<file path="src/rtl/alarm_siren_ctrl.sv">
// Alarm siren controller: entry-delay filter on A, timed siren, blinking strobe,
// latched indicator until DISARM, and a post-disarm hold-off before re-arming.
//
// Ports:
//   clk     in   system clock, rising edge
//   reset   in   asynchronous, active-high reset
//   A       in   alarm request, sampled on clk
//   DISARM  in   user disarm, level-sensitive, synchronous
//   SIREN   out  siren drive (registered)
//   STROBE  out  visual strobe, blinks while latched (registered)
//   LATCHED out  alarm occurred and not yet disarmed (registered)
//   STATE   out  debug state: IDLE=0 PENDING=1 ALARM=2 TIMEOUT=3 HOLDOFF=4
module alarm_siren_ctrl #(
  parameter int ENTRY_CYC   = 8,
  parameter int SIREN_CYC   = 64,
  parameter int BLINK_CYC   = 4,
  parameter int HOLDOFF_CYC = 16,
  parameter int CNT_W       = 16
) (
  input  logic       clk,
  input  logic       reset,
  input  logic       A,
  input  logic       DISARM,
  output logic       SIREN,
  output logic       STROBE,
  output logic       LATCHED,
  output logic [2:0] STATE
);

  typedef enum logic [2:0] {
    S_IDLE  = 3'd0,
    S_PEND  = 3'd1,
    S_ALARM = 3'd2,
    S_TOUT  = 3'd3,
    S_HOLD  = 3'd4
  } state_e;

  localparam logic [CNT_W-1:0] ENTRY_LAST = CNT_W'(ENTRY_CYC - 1);
  localparam logic [CNT_W-1:0] SIREN_LAST = CNT_W'(SIREN_CYC - 1);
  localparam logic [CNT_W-1:0] BLINK_LAST = CNT_W'(BLINK_CYC - 1);
  localparam logic [CNT_W-1:0] HOLD_LAST  = CNT_W'(HOLDOFF_CYC - 1);
  localparam logic [CNT_W-1:0] ONE        = CNT_W'(1);

  state_e           state_q, state_d;
  logic [CNT_W-1:0] ecnt_q, ecnt_d;
  logic [CNT_W-1:0] scnt_q, scnt_d;
  logic [CNT_W-1:0] bcnt_q, bcnt_d;
  logic [CNT_W-1:0] hcnt_q, hcnt_d;
  logic             strobe_q, strobe_d;
  logic             siren_q, siren_d;
  logic             latched_q, latched_d;

  // Free-running blink step, used whenever the strobe keeps its phase.
  logic [CNT_W-1:0] bcnt_blk;
  logic             strobe_blk;

  always_comb begin
    if (bcnt_q == BLINK_LAST) begin
      bcnt_blk   = '0;
      strobe_blk = ~strobe_q;
    end else begin
      bcnt_blk   = bcnt_q + ONE;
      strobe_blk = strobe_q;
    end
  end

  always_comb begin
    state_d  = state_q;
    ecnt_d   = ecnt_q;
    scnt_d   = scnt_q;
    bcnt_d   = bcnt_q;
    hcnt_d   = hcnt_q;
    strobe_d = strobe_q;

    if (DISARM) begin
      // Disarm wins over everything but reset, also restarting hold-off.
      state_d  = S_HOLD;
      ecnt_d   = '0;
      scnt_d   = '0;
      bcnt_d   = '0;
      hcnt_d   = '0;
      strobe_d = 1'b0;
    end else begin
      case (state_q)
        S_IDLE: begin
          if (A) begin
            state_d = S_PEND;
            ecnt_d  = ONE;
          end
        end
        S_PEND: begin
          if (!A) begin
            state_d = S_IDLE;
            ecnt_d  = '0;
          end else if (ecnt_q == ENTRY_LAST) begin
            state_d  = S_ALARM;
            ecnt_d   = '0;
            scnt_d   = '0;
            bcnt_d   = '0;
            strobe_d = 1'b1;
          end else begin
            ecnt_d = ecnt_q + ONE;
          end
        end
        S_ALARM: begin
          // A is ignored here: the siren always runs its full time.
          bcnt_d   = bcnt_blk;
          strobe_d = strobe_blk;
          if (scnt_q == SIREN_LAST) begin
            state_d = S_TOUT;
            scnt_d  = '0;
          end else begin
            scnt_d = scnt_q + ONE;
          end
        end
        S_TOUT: begin
          if (A) begin
            // Re-trigger restarts siren time and strobe phase.
            state_d  = S_ALARM;
            scnt_d   = '0;
            bcnt_d   = '0;
            strobe_d = 1'b1;
          end else begin
            bcnt_d   = bcnt_blk;
            strobe_d = strobe_blk;
          end
        end
        S_HOLD: begin
          if (hcnt_q == HOLD_LAST) begin
            state_d = S_IDLE;
            hcnt_d  = '0;
          end else begin
            hcnt_d = hcnt_q + ONE;
          end
        end
        default: begin
          state_d  = S_IDLE;
          ecnt_d   = '0;
          scnt_d   = '0;
          bcnt_d   = '0;
          hcnt_d   = '0;
          strobe_d = 1'b0;
        end
      endcase
    end

    // Moore decode of the next state, so outputs come straight from flops.
    siren_d   = (state_d == S_ALARM);
    latched_d = (state_d == S_ALARM) || (state_d == S_TOUT);
    if (!latched_d) begin
      strobe_d = 1'b0;
    end
  end

  always_ff @(posedge clk or posedge reset) begin
    if (reset) begin
      state_q   <= S_IDLE;
      ecnt_q    <= '0;
      scnt_q    <= '0;
      bcnt_q    <= '0;
      hcnt_q    <= '0;
      strobe_q  <= 1'b0;
      siren_q   <= 1'b0;
      latched_q <= 1'b0;
    end else begin
      state_q   <= state_d;
      ecnt_q    <= ecnt_d;
      scnt_q    <= scnt_d;
      bcnt_q    <= bcnt_d;
      hcnt_q    <= hcnt_d;
      strobe_q  <= strobe_d;
      siren_q   <= siren_d;
      latched_q <= latched_d;
    end
  end

  assign SIREN   = siren_q;
  assign STROBE  = strobe_q;
  assign LATCHED = latched_q;
  assign STATE   = state_q;

endmodule

</file>
<file path="config.mk">
export PLATFORM = sky130hd
export DESIGN_NAME = alarm_siren_ctrl
export DESIGN_NICKNAME = d
export VERILOG_FILES = /design/src/rtl/alarm_siren_ctrl.sv
export SDC_FILE = /design/constraint.sdc
export NUM_CORES = 1
export LEC_CHECK = 0
export CORE_ASPECT_RATIO = 1.1
export CORE_UTILIZATION = 45
export DETAILED_ROUTE_END_ITERATION = 10
export GPL_ROUTABILITY_DRIVEN = 0
export MAX_ROUTING_LAYER = met4
export PLACE_DENSITY_LB_ADDON = 0.08
export SLEW_MARGIN = 30
export SYNTH_ARGS = -nofsm -noshare
export SYNTH_HDL_FRONTEND = slang
export SYNTH_SLANG_ARGS = --single-unit
export TNS_END_PERCENT = 30
</file>
<file path="constraint.sdc">
create_clock -name clk -period 3.05 [get_ports clk]
set_input_delay 0.61 -clock clk [delete_from_list [all_inputs] [get_ports clk]]
set_output_delay 0.61 -clock clk [all_outputs]
set_load 0.05 [all_outputs]
</file>
# Word-level counts from Yosys, hierarchy flattened
# Cells that the tools add are included.
[totals] reg_bits=70 in_bits=4 output_inout_bits=6 word_cells=75
[classes] n_addsub=4 eq_ne=20 n_mux=33 n_bitwise=1 n_reduce_logical=9
[ops] cell="2-to-1 mux 16 bit" count=14
[ops] cell="case mux 16 bit (4 select lines)" count=2
[ops] cell="adder 16 x 1 -> 16 bit (second input constant)" count=4
[ops] cell="case mux 16 bit (3 select lines)" count=1
[ops] cell="case mux 16 bit (2 select lines)" count=1
[ops] cell="2-to-1 mux 3 bit" count=7
[ops] cell="equality test 16 x 2 -> 1 bit (second input constant)" count=1
[ops] cell="equality test 16 x 3 -> 1 bit (second input constant)" count=1
[ops] cell="equality test 16 x 4 -> 1 bit (second input constant)" count=1
[ops] cell="equality test 16 x 6 -> 1 bit (second input constant)" count=1
[ops] cell="!= test 3 bit (second input constant)" count=5
[ops] cell="case mux 3 bit (5 select lines)" count=1
[ops] cell="equality test 3 x 2 -> 1 bit (second input constant)" count=4
[ops] cell="!= test 4 bit (second input constant)" count=2
[ops] cell="2-to-1 mux 1 bit" count=6
[ops] cell="!= test 2 x 1 -> 1 bit (second input constant)" count=3
[ops] cell="AND reduction 3 bit" count=2
[ops] cell="case mux 1 bit (4 select lines)" count=1
[ops] cell="AND reduction 4 bit" count=1
[ops] cell="OR reduction 4 bit" count=1
[ops] cell="equality test 3 x 1 -> 1 bit (second input constant)" count=1
[ops] cell="equality test 3 bit (second input constant)" count=1
[ops] cell="zero test 3 bit" count=1
[ops] cell="OR reduction 3 bit" count=1
[ops] cell="4 further kinds" count=4

# Depth between registers and ports, before layout
# Gate-level depths: netlist (run 1).
[logic_depth] word_depth=9 ltp_mapped=9 mapped_depth_nobuf=6

# Worst setup path before layout (run 1)
# No wires, ideal clock.
[synth_path] kind="reg2reg" startpoint="reg state_q[0], in the netlist STATE[0]" endpoint="reg scnt_q[15]" setup_time_ns=0.083 t_arrival_ns=1.984 required_ns=2.967 path_slack_ns=0.984 stages_incl_launch_ff=7 path_buffers=1 synth_period_minus_slack_ns=2.066 path_cell_list="dfrtp_1 clkbuf_1 inv_1 nand3_1 or2_2 or3_1 o21ai_0"
[synth_via] elab_chain_len=4 word_cells_on_any_way=13 classes_between="eq/ne: 8; mux: 2; reduce/logical: 3"
[synth_lines] element="start, declared" line_no="44" source="state_e state_q, state_d;"
[synth_lines] element="start signal, assigned" line_no="166" source="state_q <= state_d;"
[synth_lines] element="equality test 3 bit or zero test 3 bit (tied branches)" line_no="84" source="case (state_q)"
[synth_lines] element="OR reduction 2 bit (no source line)"
[synth_lines] element="case mux 16 bit (4 select lines) or != test 2 x 1 -> 1 bit (tied branches)"
[synth_lines] element="2-to-1 mux 16 bit or AND reduction 4 bit (tied branches)"
[synth_lines] element="end signal, assigned" line_no="168" source="scnt_q <= scnt_d;"
[synth_lines] element="end, declared" line_no="46" source="logic [CNT_W-1:0] scnt_q, scnt_d;"
# Several ways; a longest one is shown, not always the timed one.
# A chain may end at the register's enable or synchronous reset.

# Worst setup path after layout (run 1)
[layout_path] startpoint="reg state_q[1], in the netlist STATE[1]" endpoint="out STATE[1]"
[layout_lines] element="end, declared" line_no="27" source="output logic [2:0] STATE"
# No word-level cell between the ends.

==> results of run 1 <==
[worst max-delay path by stage]
stage / start / end / slack, ns
floorplan: reset / LATCHED$_DFF_PP0_ / 0.67
global placement: A / bcnt_q[11]$_DFFE_PP0P_ / 0.54
detailed placement: A / bcnt_q[11]$_DFFE_PP0P_ / 0.44
CTS: STATE[1]$_DFF_PP0_ / STATE[1] / 0.47
global route: STATE[1]$_DFF_PP0_ / STATE[1] / 0.40
finish: STATE[1]$_DFF_PP0_ / STATE[1] / 0.50
[registers in the layout, indices dropped and copies added (netlist names)]
signal	cells
SIREN	1
LATCHED	1
hcnt_q	16
bcnt_q	16
scnt_q	16
STATE	3
ecnt_q	16
STROBE	1
[cell families (layout without fill, tap and decap cells)]
group           after synthesis  after routing  share of synthesized area
mux                           1              1                   0.002551
compound gates              134            134                     0.2143
flops                        70             70                     0.4464
xor+xnor                      1              1                   0.002233
fa+ha+maj                     4              4                    0.01276
buf+inv                      45             62                    0.04942
simple gates                200            200                     0.2723
[power by group]
| group | leakage, nW | switching, mW | internal [mW] |
|---|---|---|---|
| Clock | 0.120 | 0.372 | 0.568 |
| Combinational | 0.685 | 0.0509 | 0.0278 |
| Sequential | 0.969 | 0.0137 | 0.938 |
[metrics by stage]
step / std cells / power (mW)
2_1_floorplan: 455 / 1.017
3_3_place_gp: 567 / 1.047
3_5_place_dp: 567 / 1.050
4_1_cts: 583 / 1.993
5_1_grt: 583 / 2.039
6_report: 583 / 1.969
[layout make-up]
| class | count | area (um2) |
|---|---|---|
| Sequential cell | 70 | 1752 |
| Clock buffer | 11 | 141.4 |
| Timing Repair Buffer | 23 | 207.7 |
| Multi-Input combinational cell | 340 | 1978 |
| Fill cell | 813 | 3998 |
| Inverter | 23 | 86.33 |
| Tap cell | 111 | 138.9 |
| Clock inverter | 5 | 106.4 |
[cell usage in the layout (no fill, tap or decap), types with 5 or more instances in the layout]
master            n
and3_1           10
a21oi_1          32
nand4_1          10
nand3_1          29
a31oi_1          18
o31ai_1           5
nor3_1           19
nand2_1          48
dfrtp_1          70
nor2_1           28
buf_4            13
and4_1            6
clkdlybuf4s50_1   9
or3_1            16
a22o_1            6
inv_1            22
nor4_1           11
clkbuf_8         10
o21ai_0          45
[layer usage]
layer	track usage	vias to the layer above
li1	-	1726
met3	0.02955	12
met1	0.2976	1647
met4	0.09890	0
met5	-	-
met2	0.3444	53
==> impl_metrics.ini, run 1 <==
[yosys]
synth_nets = 463
synth.avg_cell_area_um2 = 8.624
yosysSeqAreaShare = 0.4464
netlist_top_cells_area = dfrtp_1, o21ai_0, nand2_1, a21oi_1, nand3_1
synth_most_common_cell = dfrtp_1
async_flop_share = 1.000
ys_top_cells_by_count = dfrtp_1, nand2_1, o21ai_0
synth_top_cell_area_share = 0.4464
yosysWarnings = 0
yosysTopAreaCell = dfrtp_1
syn_area_um2 = 3924
ys.flop_type = dfrtp_1
synth_seq_cells = 70
synth_edf_count = 0
syn_inst = 455
synthDistinctLibCells = 52

[pwr]
p_leak_nw = 1.773
ir_drop_mv = 0.2417
power_density_nw_per_um2 = 446.5

[hold_path]
hold_class = flop to flop
min_from = ecnt_q[15]$_DFFE_PP0P_
whs_endpoint = ecnt_q[15]$_DFFE_PP0P_
hold_depth = 1

[worst_setup_path]
rrSetupSlack_ns = 0.84
cp.required_ns = 2.44
path_cells = clkdlybuf4s50_1
max_stage_delay_ns = 0.91
worstSetupEndpointType = output pin
worstSetupPathType = flop to output pin
worstPathArrival_ns = 1.94
rr_startpoint = scnt_q[9]$_DFFE_PP0P_
crit_cells = 1
start_kind = flop
cp_num_buf_inv = 1
cp_max_fo = 16
r2r_end = scnt_q[3]$_DFFE_PP0P_
r2r_cells = 6
crit_family = buffers and inverters
crit_path_top_delay_cell = clkdlybuf4s50_1

[clock_tree]
cts_buffer_depth = 2
clkLatencyLatePin_ns = 0.36
numCtsBuffers = 9
post-cts-setup-buffer-count = 0
cts_tree = built
cts_hold_buf = 0
clkTransAtPathRegs_ns = 0.09
h-tree-depth = 3
clkSinkCount = 70
cts_resized = 0
cts-root-buf = clkbuf_8

[sta]
tns_ns = 0
fin_crit_sh = 0.8367
whs_ns = 0.5145
rsz0062_at_grt = no
setup_viol = 0
min_period_ns = 2.552
hold_viol = 0
slew_violations = 0
fmax_mhz = 391.8
slew_headroom = 0.5324
fin_skew_ns = 0.01449
worst_slack_ns = 0.4980
tightest_slew_ns = 0.7004

[floorplan]
num_rows = 35
die-area_um2 = 9097
coreArea_um2 = 8408
die_w_um = 91.03
ios = 10
initial_utilization = 0.4667
dieHeight_um = 99.94

[cells_and_area]
antenna_cells = 0
fin_area_um2 = 4410
nNetsFinal = 475
postLayoutCoreUtil = 0.5246
final_layout_size_suffix_gt1_frac = 0.08263
areaGrowthSynthToFinish_pct = 12.40

[placed_design]
placed_cell_area_um2 = 4163
port_buffers = 9
pre_cts_slack_ns = 0.4353
place_hpwl_um = 6157

[flow_run]
maxCapViolations = 0

[global_route]
track_usage = 0.2238
grt_pass1_wl_um = 15790
grt_max_degree = 31
grt_pass1_vias = 3229
grt.overflow.total = 0
antenna_found_initial = 0

[drt]
via_per_inst = 5.897
wl_met2_um = 4281
ant_nets = 0
drtPass1Iterations = 4
drt_wl_total_um = 9017
remaining_drc_errors = 0
drt_iter0_drc = 156
vias = 3438
top_layer_used = met4
post_drt_wl_per_cell_um = 15.47
wl_met1_um = 4333
route.met3.wl_um = 249

[run_status]
outcome = finished clean
No activity file was read; power rests on OpenSTA's default activity.
==> run 2: changes to the inputs <==
==> constraint.sdc (replaced) <==
create_clock -name clk -period 2.2 [get_ports clk]
set_input_delay 0.44 -clock clk [delete_from_list [all_inputs] [get_ports clk]]
set_output_delay 0.44 -clock clk [all_outputs]
set_load 0.05 [all_outputs]
==> run 2 against run 1 <==
Net effect:
- final area grew 5.2%
- first-iteration DRC count shrank 23%
- sequential power grew 39%
- register-to-register slack lost 0.67 ns
- highest routed layer unchanged
- final cell count is 3.6% higher
- sequential cell count stayed put
==> impl_metrics.ini, run 2 (synthesis gave the netlist of run 1 again) <==
[run_status]
outcome = finished clean

[sta]
min_period_ns = 2.118
fmax_mhz = 472.2
slew_headroom = 0.6586
whs_ns = 0.4609
rsz0062_at_grt = no
fin_skew_ns = 0.01477
fin_crit_sh = 0.9626
slew_violations = 0
hold_viol = 0
setup_viol = 0
tightest_slew_ns = 0.5075

[drt]
via_per_inst = 5.778
drtPass1Iterations = 4
drt_wl_total_um = 8966
drt_iter0_drc = 120
remaining_drc_errors = 0
ant_nets = 0
post_drt_wl_per_cell_um = 14.84
vias = 3490

[worst_setup_path]
cp_num_buf_inv = 1
worstSetupPathType = flop to output pin
max_stage_delay_ns = 0.85
worstPathArrival_ns = 1.68
start_kind = flop
path_cells = clkdlybuf4s50_1
r2r_end = scnt_q[9]$_DFFE_PP0P_
rr_startpoint = scnt_q[13]$_DFFE_PP0P_
crit_path_top_delay_cell = clkdlybuf4s50_1
crit_family = buffers and inverters
cp.required_ns = 1.76
r2r_cells = 6
rrSetupSlack_ns = 0.17
worstSetupEndpointType = output pin
cp_max_fo = 6

[floorplan]
initial_utilization = 0.4667
dieHeight_um = 99.94
coreArea_um2 = 8408
die_w_um = 91.03
num_rows = 35
die-area_um2 = 9097
ios = 10

[clock_tree]
clkTransAtPathRegs_ns = 0.09
cts_buffer_depth = 2
cts_tree = built
h-tree-depth = 3
cts-root-buf = clkbuf_8
clkLatencyLatePin_ns = 0.35
cts_hold_buf = 0
clkSinkCount = 70
numCtsBuffers = 9
post-cts-setup-buffer-count = 0

[global_route]
grt.overflow.total = 0
grt_pass1_wl_um = 15810
grt_pass1_vias = 3301
track_usage = 0.2219
grt_max_degree = 31
antenna_found_initial = 0

[pwr]
ir_drop_mv = 0.2872
p_leak_nw = 1.911
p_int_mw = 2.256
p_sw_frac = 0.2099
power_density_nw_per_um2 = 615.4
p_total_mw = 2.856
pwr-share-seq = 0.461
comb_power_share = 0.044
clockPowerShare = 0.495
p_switching_mw = 0.5996

[flow_run]
maxCapViolations = 0

[cells_and_area]
postLayoutCoreUtil = 0.5519
nNetsFinal = 496
antenna_cells = 0
nFillCells = 796
mostFrequentLayoutCells = dfrtp_1, nand2_1, o21ai_0, a21oi_1, buf_4
areaGrowthSynthToFinish_pct = 18.27
final_common_cell = dfrtp_1
final_layout_size_suffix_gt1_frac = 0.1278

[placed_design]
port_buffers = 9
place_hpwl_um = 6281

[hold_path]
hold_class = primary input to async pin
==> run 2: cell count changes in the layout (fill, tap and decap cells not counted), sizes merged <==
cell	delta
clkinv	-1
bufinv	+1
buf	+23
clkdlybuf4s50	-2
==> run 2: worst max path at each step <==
stage / startpoint / endpoint / slack (ns) / depth (start not counted)
2_1_floorplan: STATE[0]$_DFF_PP0_ / scnt_q[15]$_DFFE_PP0P_ / 0.13 / 6
3_3_place_gp: DISARM / bcnt_q[8]$_DFFE_PP0P_ / 0.008 / 6
3_5_place_dp: DISARM / bcnt_q[4]$_DFFE_PP0P_ / -0.02 / 6
4_1_cts: STATE[2]$_DFF_PP0_ / STATE[2] / 0.06 / 1
5_1_grt: STATE[2]$_DFF_PP0_ / STATE[2] / 0.0007 / 1
6_report: STATE[2]$_DFF_PP0_ / STATE[2] / 0.08 / 1
==> run 2: layout make-up <==
class	count	area, um2	share of cell area
clock inverters	5	128.9	0.02777
flip-flops and latches	70	1752	0.3775
multi-input cells	340	1979	0.4265
well taps	111	138.9	0.02993
repair buffers	44	410.4	0.08843
clock buffers	11	141.4	0.03047
inverters	23	90.09	0.01941
==> run 2: metrics by stage <==
stage	instance area [um2]	setup TNS, ns	setup WS, ns	std cells
floorplan	3928	0	0.1336	455
global placement	4369	0	0.008204	588
detailed placement	4369	-0.08675	-0.01860	588
CTS	4639	0	0.05735	604
global route	4641	0	0.0007272	604
finish	4641	0	0.08218	604
==> run 2: power groups by stage <==
stage | Combinational (mW) | Clock (mW) | Sequential, mW
after floorplan | 0.0721 | 0 | 1.34
after global placement | 0.128 | 0 | 1.34
after detailed placement | 0.129 | 0 | 1.34
after CTS | 0.129 | 1.45 | 1.32
after global routing | 0.143 | 1.50 | 1.32
final | 0.126 | 1.41 | 1.32
==> run 2: what timing repair did <==
action | CTS | global route
endpoints found under the setup margin | 0 | 2
resized for setup | 0 | 1
endpoints found under the hold margin | 0 | 0
==> run 2: layer usage <==
metal / global-route usage / share of wire / wire length, um
met5: - / 0 / 0
met1: 0.2954 / 0.50 / 4506
met2: 0.3467 / 0.46 / 4128
met3: 0.03106 / 0.021 / 191
met4: 0.08303 / 0.015 / 138
